[src/rtl/mult_pkg.sv]
// -----------------------------------------------------------------------------
// mult_pkg
//   Shared definitions for the sequential shift-add multiplier.
//   - state_t : FSM state encoding (IDLE=0, BUSY=1, DONE=2)
//   - clog2() : width of the iteration counter for a given operand width
// -----------------------------------------------------------------------------
package mult_pkg;

   typedef enum logic [1:0] {
      IDLE = 2'd0,
      BUSY = 2'd1,
      DONE = 2'd2
   } state_t;

   // Ceiling log2, never less than 1 so a counter always has at least one bit.
   function automatic int clog2(input int value);
      int result;
      result = 1;
      while ((1 << result) < value) begin
         result = result + 1;
      end
      return result;
   endfunction

endpackage : mult_pkg

[src/rtl/cond_neg.sv]
// -----------------------------------------------------------------------------
// cond_neg
//   Conditional two's-complement negation: y_o = neg_i ? -x_i : x_i (mod 2^N).
//   Used both to take operand magnitudes and to restore the product sign.
// Ports
//   x_i   in  N  value
//   neg_i in  1  negate when 1
//   y_o   out N  result
// -----------------------------------------------------------------------------
module cond_neg #(
   parameter int N = 8
) (
   input  logic [N-1:0] x_i,
   input  logic         neg_i,
   output logic [N-1:0] y_o
);

   assign y_o = neg_i ? (~x_i + N'(1)) : x_i;

endmodule : cond_neg

[src/rtl/seq_multiplier.sv]
// -----------------------------------------------------------------------------
// seq_multiplier
//   Radix-2 shift-add multiplier retiring one multiplier bit per clock.
//   Signed operands are multiplied as magnitudes and the sign is re-applied
//   on the final iteration. Valid/ready handshake on input and output.
// Ports
//   clk        in   1         rising-edge clock
//   rst        in   1         asynchronous active-high reset
//   in_valid   in   1         operands and mode presented
//   in_ready   out  1         idle, operands can be accepted
//   a          in   WIDTH     multiplicand
//   b          in   WIDTH     multiplier
//   signed_md  in   1         1: two's complement operands, 0: unsigned
//   out_valid  out  1         product valid, held until accepted
//   out_ready  in   1         downstream accepts product
//   product    out  2*WIDTH   result
// -----------------------------------------------------------------------------
module seq_multiplier
   import mult_pkg::*;
#(
   parameter int WIDTH = 8
) (
   input  logic                 clk,
   input  logic                 rst,
   input  logic                 in_valid,
   output logic                 in_ready,
   input  logic [WIDTH-1:0]     a,
   input  logic [WIDTH-1:0]     b,
   input  logic                 signed_md,
   output logic                 out_valid,
   input  logic                 out_ready,
   output logic [2*WIDTH-1:0]   product
);

   localparam int PW = 2 * WIDTH;
   localparam int CW = clog2(WIDTH);
   localparam logic [CW-1:0] LAST_ITER = CW'(WIDTH - 1);

   state_t            state_q,   state_d;
   logic [CW-1:0]     count_q,   count_d;
   logic [PW-1:0]     acc_q,     acc_d;
   logic [PW-1:0]     mcand_q,   mcand_d;
   logic [WIDTH-1:0]  mplr_q,    mplr_d;
   logic              neg_q,     neg_d;
   logic [PW-1:0]     product_q, product_d;

   logic [WIDTH-1:0]  mag_a;
   logic [WIDTH-1:0]  mag_b;
   logic [PW-1:0]     acc_sum;
   logic [PW-1:0]     signed_result;

   // Operand magnitudes. |-2^(W-1)| wraps to 2^(W-1), which is exactly the
   // right unsigned magnitude, so no extra bit is needed.
   cond_neg #(.N(WIDTH)) u_abs_a (
      .x_i   (a),
      .neg_i (signed_md & a[WIDTH-1]),
      .y_o   (mag_a)
   );

   cond_neg #(.N(WIDTH)) u_abs_b (
      .x_i   (b),
      .neg_i (signed_md & b[WIDTH-1]),
      .y_o   (mag_b)
   );

   // Accumulator after this iteration's conditional add; the final iteration
   // feeds it straight into the sign restore so no extra cycle is spent.
   assign acc_sum = acc_q + (mplr_q[0] ? mcand_q : '0);

   cond_neg #(.N(PW)) u_sign_fix (
      .x_i   (acc_sum),
      .neg_i (neg_q),
      .y_o   (signed_result)
   );

   always_comb begin
      // NOTE: every next-state signal gets its hold value first, so no path
      // through the case leaves one unassigned and no latch is inferred.
      state_d   = state_q;
      count_d   = count_q;
      acc_d     = acc_q;
      mcand_d   = mcand_q;
      mplr_d    = mplr_q;
      neg_d     = neg_q;
      product_d = product_q;

      unique case (state_q)
         IDLE: begin
            if (in_valid) begin
               mcand_d = {{WIDTH{1'b0}}, mag_a};
               mplr_d  = mag_b;
               acc_d   = '0;
               count_d = '0;
               neg_d   = signed_md & (a[WIDTH-1] ^ b[WIDTH-1]);
               state_d = BUSY;
            end
         end

         BUSY: begin
            acc_d   = acc_sum;
            mcand_d = mcand_q << 1;
            mplr_d  = mplr_q >> 1;
            count_d = count_q + CW'(1);
            if (count_q == LAST_ITER) begin
               product_d = signed_result;
               state_d   = DONE;
            end
         end

         DONE: begin
            if (out_ready) begin
               state_d = IDLE;
            end
         end

         default: begin
            state_d = IDLE;
         end
      endcase
   end

   // NOTE: every datapath register is reset, not just the FSM, because the
   // product must read zero during and after reset; an abandoned operation
   // must leave nothing behind.
   always_ff @(posedge clk or posedge rst) begin
      if (rst) begin
         state_q   <= IDLE;
         count_q   <= '0;
         acc_q     <= '0;
         mcand_q   <= '0;
         mplr_q    <= '0;
         neg_q     <= 1'b0;
         product_q <= '0;
      end else begin
         // NOTE: non-blocking assignments so all registers update from the
         // same pre-edge values regardless of statement order.
         state_q   <= state_d;
         count_q   <= count_d;
         acc_q     <= acc_d;
         mcand_q   <= mcand_d;
         mplr_q    <= mplr_d;
         neg_q     <= neg_d;
         product_q <= product_d;
      end
   end

   // The IDLE state register is already IDLE while reset is held, so ready is
   // also gated by rst to keep the source from handing over operands then.
   assign in_ready  = (state_q == IDLE) && !rst;
   assign out_valid = (state_q == DONE);
   assign product   = product_q;

endmodule : seq_multiplier
[config.mk]
export PLATFORM = sky130hd
export DESIGN_NAME = seq_multiplier
export DESIGN_NICKNAME = d
export VERILOG_FILES = /design/src/rtl/mult_pkg.sv /design/src/rtl/cond_neg.sv /design/src/rtl/seq_multiplier.sv
export SDC_FILE = /design/constraint.sdc
export NUM_CORES = 1
export LEC_CHECK = 0
export BUFFER_PORTS_ARGS = -buffer_cell sky130_fd_sc_hd__clkbuf_2
export CORE_MARGIN = 1
export CORE_UTILIZATION = 60
export CTS_BUF_LIST = sky130_fd_sc_hd__clkbuf_8
export DETAILED_ROUTE_END_ITERATION = 8
export GPL_TIMING_DRIVEN = 0
export PLACE_DENSITY = 0.91
export SETUP_SLACK_MARGIN = 0.2
export SLEW_MARGIN = 0
export SYNTH_ARGS = -nofsm -noshare
export SYNTH_HDL_FRONTEND = slang
export SYNTH_SLANG_ARGS = --single-unit
[constraint.sdc]
create_clock -name clk -period 4.27 [get_ports clk]
set_input_delay 0.427 -clock clk [delete_from_list [all_inputs] [get_ports clk]]
set_output_delay 0.427 -clock clk [all_outputs]
set_load 0.05 [all_outputs]
==> impl_results.md, run 1 <==
* Sequential share of the synthesized area at 40.5%
* Num ports at 39
* Combinational Power Share at 56.6%
* Worst setup EP type: flop
* Buffers on Ports at 38
* GR Layer Usage met3 at 5.56%
* Power per cell area at 826 nW/um^2
* Die area at 6710 sq um
* NumNets Final at 522
* DR WL/cell at 15.7 microns
* Syn Nets at 472
* Sum Neg Setup Slack at 0 ns
* DRC Markers at 0
* Top delay family on crit path: simple AND/OR/NAND/NOR gates
* Final Skew at 0.00669 ns
* Total wire length at 8800 microns
* GRT Util Overall at 29.3%
* Max Cap Viol at 0
* Clock-pin slew on the worst setup and hold paths at 0.07 ns
* Finished Layout Cells at 560
* Syn avg cell area at 8.92 sq um
* Vias in the first global route at 3195
* Post-CTS Resized at 0
* Share of layout cells above drive strength 1 at 14.0%
* FILL cells at 453
* Sw frac at 48.3%
* Syn. warnings at 0
* Slew headroom at 53.0%
* WP data required at 4.50 ns
* TritonRoute pass-1 iters at 5
* Part of the power in registers at 28.5%
* Hold buffer count at cts at 0
* Largest net degree at the start of global routing at 33
* Final GP Congestion at 0.881
* Met2 usage at 50.0%
* TritonCTS Buffers at 9
* Worst VDD drop at 0.513 mV
* Clock Tree Buf Depth at 2
* Endpoints failing setup at 0
* Die height at 81.9 microns
* Fin crit share at 87.5%
* DR iter-0 viols at 306
* DP Cell Count at 544
* Crit path time final at 3.74 ns
* Post-CTS setup buffer count at 0
* Syn-to-layout area delta at 13.2%
* Critical Path Start Type: flop
* Syn Inst Count at 430
* CTS tree: yes
* Slew Viols, Final at 0
* Sw Pwr at 1730 uW
* Sink Count at 62
* Worst Max-Slew Pin Slew at 0.702 ns
* Post-synth ARST share at 100%
* Synth unique cells at 47
* Fmax at 268 MHz
* CP max stage delay at 0.48 ns
* HPWL after DPL at 6640 microns
* Crit Path Class: flop to flop
* Predominant post-synthesis flop cell: dfrtp_1
* Status: finished clean
* Post-synth EDFFs at 0
* Initial core utilization at 63.6%
* Site Rows at 28
* Synth Cell Area at 3830 sq um
* FF/Latch Area at 1550 sq um
* Tot Pwr at 3590 uW
* Static Leak at 0.00203 uW
* Vias at 3378
* # H-tree levels at 3
* RSZ-0062 raised after global routing: no
* Die width at 81.9 microns
* Buf/Inv on CP at 1
* Post-route ant nets at 0
* Cell Chain, Critical Path: clkbuf_1 -> and2_1 -> ha_1 -> fa_1 -> a21o_1 -> a221o_2 -> and2_4 -> o32ai_4 -> nand4_1 -> nor4_1 -> mux2i_1 -> nand2_1
* Worst hold path class: input port to async pin
* N_diodes at 0
* Worst EP arrival at 3.97 ns
* First-pass GRT wire length at 14500 microns
* Multi-input gate area at 2160 sq um
* Clock network power share at 14.9%
* Worst Path Max Fanout at 10
* GRT busiest layer: met2
* Core area at 6030 sq um
* GRT overflow at 0
* Later-pin clock latency in the skew report at 0.35 ns
* Register bit total from synthesis at 62
* Root Driver: clkbuf_8
* Initial antenna violation count at 0
* Fin. Hold Viols at 0
* Cell Int Power at 1850 uW
* GR Util met1 at 36.5%
* Vias/cell at 6.03
* Critical-path top delay cell: dfrtp_1
==> Yosys cell counts (4+ instances only) <==
| library cell | count | area, sq um |
|---|---|---|
| dfrtp_1 | 62 | 1550 |
| o21a_1 | 4 | 30.0 |
| o211ai_1 | 4 | 30.0 |
| a21oi_1 | 7 | 35.0 |
| a21o_1 | 4 | 30.0 |
| a22oi_1 | 13 | 97.6 |
| nand2b_1 | 5 | 31.3 |
| a31oi_1 | 4 | 25.0 |
| nor3_1 | 11 | 55.1 |
| o21ai_0 | 55 | 275 |
| ha_1 | 20 | 250 |
| nand2_1 | 62 | 233 |
| inv_1 | 14 | 52.6 |
| and2_1 | 16 | 100 |
| or3_1 | 5 | 31.3 |
| nor2_1 | 18 | 67.6 |
| xnor2_1 | 23 | 201 |
| o21ai_1 | 7 | 35.0 |
| mux2i_1 | 4 | 40.0 |
| clkbuf_1 | 18 | 67.6 |
| xor2_1 | 13 | 114 |
| nor2b_1 | 4 | 25.0 |
| nand3_1 | 22 | 110 |
==> sequential cells by signal, indices dropped and copies added (netlist names) <==
register,cells
count_q,3
neg_q,1
mcand_q,16
product,16
acc_q,16
state_q,2
mplr_q,8
==> worst paths after layout <==
check	start	end	slack, ns	cells after the start
worst max-delay path	mplr_q[0]	product[15]	0.53	12
worst min register to register	product[2]	product[2]	0.48	2
worst min-delay path	rst	state_q[0]	0.17	2
worst max register to register	mplr_q[0]	product[15]	0.53	12
max in group asynchronous	rst	product[11]	3.49	3
min in group clk	out_ready	state_q[1]	0.27	2
==> per-layer routing <==
layer / part of all wire [%] / vias up
li1: - / 1630
met4: 1.5 / 0
met3: 5.7 / 21
met2: 49 / 141
met1: 43 / 1586
met5: 0 / -
==> layout by cell type (no fill, tap or decap), types with 13 or more instances in the layout <==
cell type | Yosys | final
nand3_1 | 22 | 22
ha_1 | 20 | 20
xnor2_1 | 23 | 23
o21ai_0 | 55 | 55
nand2_1 | 62 | 62
and2_1 | 16 | 16
clkbuf_2 | 0 | 38
dfrtp_1 | 62 | 62
nor2_1 | 18 | 18
clkbuf_1 | 18 | 18
inv_1 | 14 | 15
a22oi_1 | 13 | 13
xor2_1 | 13 | 13
==> worst register-to-register path, stage by stage, from the launching register on <==
cell and delay, ns:
dfrtp_1 0.48, clkbuf_1 0.23, and2_1 0.21, ha_1 0.21
fa_1 0.41, a21o_1 0.20, a221o_2 0.41, and2_4 0.17
o32ai_4 0.31, nand4_1 0.26, nor4_1 0.41, mux2i_1 0.24
nand2_1 0.08
==> power by group through the flow <==
stage	registers, uW	logic, uW	clock network, uW
6_report	1020	2030	533
5_1_grt	1060	2260	554
4_1_cts	1020	2010	531
3_5_place_dp	1030	2000	0
3_3_place_gp	1010	1910	0
2_1_floorplan	1200	1350	0
==> area by class of cell <==
| cell class | instances | share of cell area (%) |
|---|---|---|
| flip-flops and latches | 62 | 35.8 |
| well taps | 75 | 2.16 |
| clock buffers | 11 | 3.49 |
| plain buffers | 18 | 1.56 |
| clock inverters | 5 | 1.15 |
| repair buffers | 39 | 4.84 |
| multi-input cells | 336 | 49.8 |
| inverters | 14 | 1.21 |
==> logic make-up (layout without fill, tap and decap cells) <==
kind of cell / count (synthesis) / in the layout / synth area share [%]
compound gates: 117 / 117 / 20.3
buf+inv: 32 / 87 / 3.13
mux: 4 / 4 / 1.04
flops: 62 / 62 / 40.5
xor+xnor: 36 / 36 / 8.22
fa+ha+maj: 21 / 21 / 7.05
simple gates: 158 / 158 / 19.8
==> per-stage QoR <==
stage / setup slack (ns) / hold WS [ns] / cell area, sq um / util (%)
after global routing: 0.310 / 0.239 / 4340 / 72.0
after floorplan: 1.03 / 0.456 / 3830 / -
after global placement: 0.627 / 0.459 / 4120 / 68.3
after detailed placement: 0.564 / 0.470 / 4140 / 68.7
final: 0.534 / 0.173 / 4340 / 72.0
after CTS: 0.573 / 0.194 / 4340 / 72.0
Power figures use the tool's default switching activity.
==> run 2: changes to the inputs <==
Settings changed: CORE_UTILIZATION 60 to 40, PLACE_DENSITY 0.91 to 0.68.
==> run 2 against run 1 <==
Effect of this change: maximum frequency fell by 1.2%; combinational power barely moved; global-route usage fell by 10 points; final cell count rose by 9.6%; via count fell by 4.6%.
==> impl_results.md, run 2 (synthesis gave the netlist of run 1 again) <==
* Fin crit share at 88.5%
* Fin. Hold Viols at 0
* TritonRoute pass-1 iters at 4
* Worst Path Max Fanout at 10
* Hold buffer count at cts at 0
* Static Leak at 0.00201 uW
* Num ports at 39
* Die width at 99.9 microns
* Worst EP arrival at 4.01 ns
* DR WL/cell at 14.3 microns
* Initial antenna violation count at 0
* Final Skew at 0.0120 ns
* FF/Latch Area at 1550 sq um
* Multi-input gate area at 2160 sq um
* Max Cap Viol at 0
* First-pass GRT wire length at 14800 microns
* Die height at 99.9 microns
* Final instance area at 4380 sq um
* Slew Viols, Final at 0
* Area after DPL at 4210 sq um
* GRT overflow at 0
* GRT Util Overall at 19.1%
* Sink Count at 62
* DP Cell Count at 598
* Utilization after layout at 47.2%
* Die area at 9980 sq um
* HPWL after DPL at 6720 microns
* Worst hold path class: input port to async pin
* CTS tree: yes
* TritonCTS Buffers at 9
* Total wire length at 8800 microns
* Final GP Congestion at 0.835
* Clock-pin slew on the worst setup and hold paths at 0.08 ns
* DR iter-0 viols at 116
* Core area at 9280 sq um
* Slew headroom at 50.8%
* Worst Max-Slew Pin Slew at 0.735 ns
* Buffers on Ports at 38
* Post-CTS setup buffer count at 0
* Largest net degree at the start of global routing at 40
* Clock Tree Buf Depth at 2
* Share of layout cells above drive strength 1 at 14.4%
* Critical Path Start Type: flop
* N_diodes at 0
* Fmax at 265 MHz
* Endpoints failing setup at 0
* Worst hold slack at 0.114 ns
* Power per cell area at 797 nW/um^2
* Sum Neg Setup Slack at 0 ns
* Status: finished clean
* RSZ-0062 raised after global routing: no
* Finished Layout Cells at 614
* Initial core utilization at 41.3%
* Worst VDD drop at 0.302 mV
* Syn-to-layout area delta at 14.2%
* Worst setup EP type: flop
* NumNets Final at 522
* # H-tree levels at 3
* FILL cells at 944
* Vias at 3221
* Most frequent cells in the layout: nand2_1 (62), dfrtp_1 (62), o21ai_0 (55), clkbuf_2 (38), xnor2_1 (23)
* Crit path time final at 3.78 ns
* Site Rows at 35
* Root Driver: clkbuf_8
* DRC Markers at 0
* Crit Path Class: flop to flop
* Post-route ant nets at 0
* Post-CTS Resized at 0
* Vias/cell at 5.25
* WP data required at 4.50 ns
* Vias in the first global route at 3047
* Later-pin clock latency in the skew report at 0.35 ns
==> run 2: cell count changes in the layout (fill, tap and decap cells not counted), sizes merged <==
cell and delta:
bufinv -1, clkbuf -2, clkinv +2, clkinvlp +2
inv -1
==> run 2: worst max-delay path, cell delays in order (launching register included) <==
cell and delay, ns:
dfrtp_1 0.47, clkbuf_1 0.25, and2_1 0.22, ha_1 0.21, fa_1 0.42, a21o_1 0.19, a221o_2 0.40, and2_4 0.17
o32ai_4 0.31, nand4_1 0.26, nor4_1 0.44, mux2i_1 0.24, nand2_1 0.08
==> run 2: where the power goes <==
group	internal [uW]	switching, uW
sequential	846	175
clock	211	256
combinational	710	1290
==> run 2: area by class of cell <==
| cell class | instances | area share, % |
|---|---|---|
| multi-input cells | 336 | 49.4 |
| repair buffers | 39 | 4.80 |
| clock inverters | 7 | 1.14 |
| well taps | 129 | 3.69 |
| flip-flops and latches | 62 | 35.4 |
| clock buffers | 9 | 2.83 |
| inverters | 14 | 1.20 |
| plain buffers | 18 | 1.54 |
==> run 2: path summary, 6_finish.rpt <==
path                            slack [ns]  cells after the start        from     endpoint
worst max-delay path                  0.49                     12   mplr_q[0]  product[15]
worst min-delay path                  0.11                      2         rst  mcand_q[12]
worst max register to register        0.49                     12   mplr_q[0]  product[15]
worst min register to register        0.48                      2  product[6]   product[6]
max in group asynchronous             3.56                      3         rst   product[6]
min in group clk                      0.27                      2   out_ready   state_q[1]
==> run 2: routing by layer <==
metal  vias up  global-route usage [%]  wire (microns)
li1       1633                       -               -
met5         -                       0               0
met3         5                    5.29             466
met1      1500                    26.1            4290
met2        83                    30.4            4000
met4         0                    4.19              48
==> run 2: metrics by stage <==
| stage | setup slack [ns] | total power, uW |
|---|---|---|
| 6_report | 0.490 | 3490 |
| 5_1_grt | 0.255 | 3800 |
| 4_1_cts | 0.485 | 3520 |
| 3_5_place_dp | 0.489 | 3050 |
| 3_3_place_gp | 0.569 | 2970 |
| 2_1_floorplan | 1.03 | 2560 |
==> run 3: changes to the inputs <==
Settings changed: MAX_ROUTING_LAYER set to met4.
==> run 3 against run 2 <==
Effect of this change: power is essentially flat; worst setup slack lost 0.0052 ns; largest power group unchanged; register-to-register slack is essentially flat; critical path type unchanged; wire length grew 0.57%; clock power is essentially flat; clock skew shrank 0.0014 ns; worst hold slack gained 0.0012 ns; flip-flop and latch count is the same; die area is the same; sequential power is essentially flat; first-iteration DRC count shrank 7.8%; final area is the same.
==> impl_results.md, run 3 (synthesis gave the netlist of run 1 again) <==
* Status: finished clean
* DRC Markers at 0
* DP Cell Count at 598
* Syn-to-layout area delta at 14.2%
* Dpl ws at 0.489 ns
* DR WL/cell at 14.4 microns
* TritonRoute pass-1 iters at 4
* Fin crit share at 88.6%
* Clock-pin slew on the worst setup and hold paths at 0.08 ns
* Die area at 9980 sq um
* Utilization after layout at 47.2%
* CP endpoint: product[15]
* Die height at 99.9 microns
* DR iter-0 viols at 107
* Worst VDD drop at 0.301 mV
* Power per cell area at 797 nW/um^2
* Path depth of the worst reg2reg path at 12
* Part of the power in registers at 29.3%
* Cell Int Power at 1770 uW
* CTS tree: yes
* Reg2reg end: product[15]
* Initial antenna violation count at 0
* GRT overflow at 0
* RSZ-0062 raised after global routing: no
* Fin. Hold Viols at 0
* N_diodes at 0
* Core area at 9280 sq um
* Worst Max-Slew Pin Slew at 0.747 ns
* Sw frac at 49.4%
* Sum Neg Setup Slack at 0 ns
* Multi-input gate area at 2160 sq um
* Clock Tree Buf Depth at 2
* Crit Path Class: flop to flop
* Endpoints failing setup at 0
* Post-CTS setup buffer count at 0
* Crit path time final at 3.79 ns
* FF/Latch Area at 1550 sq um
* Combinational Power Share at 57.4%
* HPWL after DPL at 6720 microns
* NumNets Final at 522
* Worst Path Max Fanout at 10
* Critical Path Start: mplr_q[0]
* Post-CTS Resized at 0
* Setup ws final at 0.485 ns
* Worst r2r src: mplr_q[0]
* Static Leak at 0.00201 uW
* Hold buffer count at cts at 0
* Finished Layout Cells at 614
* Total wire length at 8850 microns
* Critical Path Start Type: flop
* Die width at 99.9 microns
* Clock network power share at 13.4%
* Later-pin clock latency in the skew report at 0.35 ns
* Post-route ant nets at 0
* TritonCTS Buffers at 9
* Share of layout cells above drive strength 1 at 14.4%
* Sink Count at 62
* Most frequent cells in the layout: nand2_1 (62), dfrtp_1 (62), o21ai_0 (55), clkbuf_2 (38), xnor2_1 (23)
* Vias at 3188
* Worst EP arrival at 4.02 ns
* WP data required at 4.50 ns
* Largest net degree at the start of global routing at 40
* Site Rows at 35
* Slew Viols, Final at 0
* Worst setup EP type: flop
* Vias in the first global route at 3047
* First-pass GRT wire length at 14800 microns
* Sw Pwr at 1720 uW
* Worst reg2reg setup slack at 0.48 ns
* Root Driver: clkbuf_8
* Slew headroom at 50.0%
* Worst hold path class: input port to async pin
* Initial core utilization at 41.3%
* FILL cells at 944
* Num ports at 39
* # H-tree levels at 3
* GRT Util Overall at 19.7%
* Max Cap Viol at 0
* Buffers on Ports at 38
* Final Skew at 0.0106 ns
* Vias/cell at 5.19
* Fmax at 264 MHz
* Final GP Congestion at 0.848
run 3: worst min-delay path by stage:
stage | start | end | slack, ns | cells past startpoint
after CTS | rst | mcand_q[12] | 0.13 | 2
after floorplan | acc_q[7] | acc_q[7] | 0.46 | 2
after global placement | product[4] | product[4] | 0.46 | 2
after global routing | rst | mcand_q[12] | 0.15 | 2
after detailed placement | product[3] | product[3] | 0.47 | 2
final | rst | mcand_q[12] | 0.12 | 2
run 3: cell type report:
type,count,area share (%)
sequential,62,35.4
inverter,14,1.20
clock inverter,7,1.14
buffer,18,1.54
timing repair buffer,39,4.80
multi-input combinational,336,49.4
tap,129,3.69
clock buffer,9,2.83
run 3: routing by layer:
metal  up-vias  track usage [%]  part of all wire, %
met3         4             4.87                  3.9
met5         -                -                    0
li1       1629                -                    -
met2        71             30.5                   46
met4         0             4.52                 0.68
met1      1484             26.1                   49
run 3: metrics by stage:
step                      hold slack, ns  power (uW)  instance area [sq um]
final                              0.115        3490                   4380
after global routing               0.145        3800                   4380
after CTS                          0.128        3520                   4380
after detailed placement           0.472        3050                   4210
after global placement             0.462        2970                   4190
after floorplan                    0.456        2560                   3830
run 3: power by group through the flow:
stage | Clock (uW) | Sequential [uW] | Combinational [uW]
CTS | 478 | 1020 | 2020
global route | 500 | 1060 | 2250
finish | 467 | 1020 | 2000
global placement | 0 | 1020 | 1950
floorplan | 0 | 1200 | 1350
detailed placement | 0 | 1030 | 2010
run 3: worst max-delay path, cell delays in order, from the launching register on:
cell	delay, ns
dfrtp_1	0.47
clkbuf_1	0.25
and2_1	0.22
ha_1	0.21
fa_1	0.42
a21o_1	0.19
a221o_2	0.40
and2_4	0.17
o32ai_4	0.31
nand4_1	0.27
nor4_1	0.44
mux2i_1	0.24
nand2_1	0.08
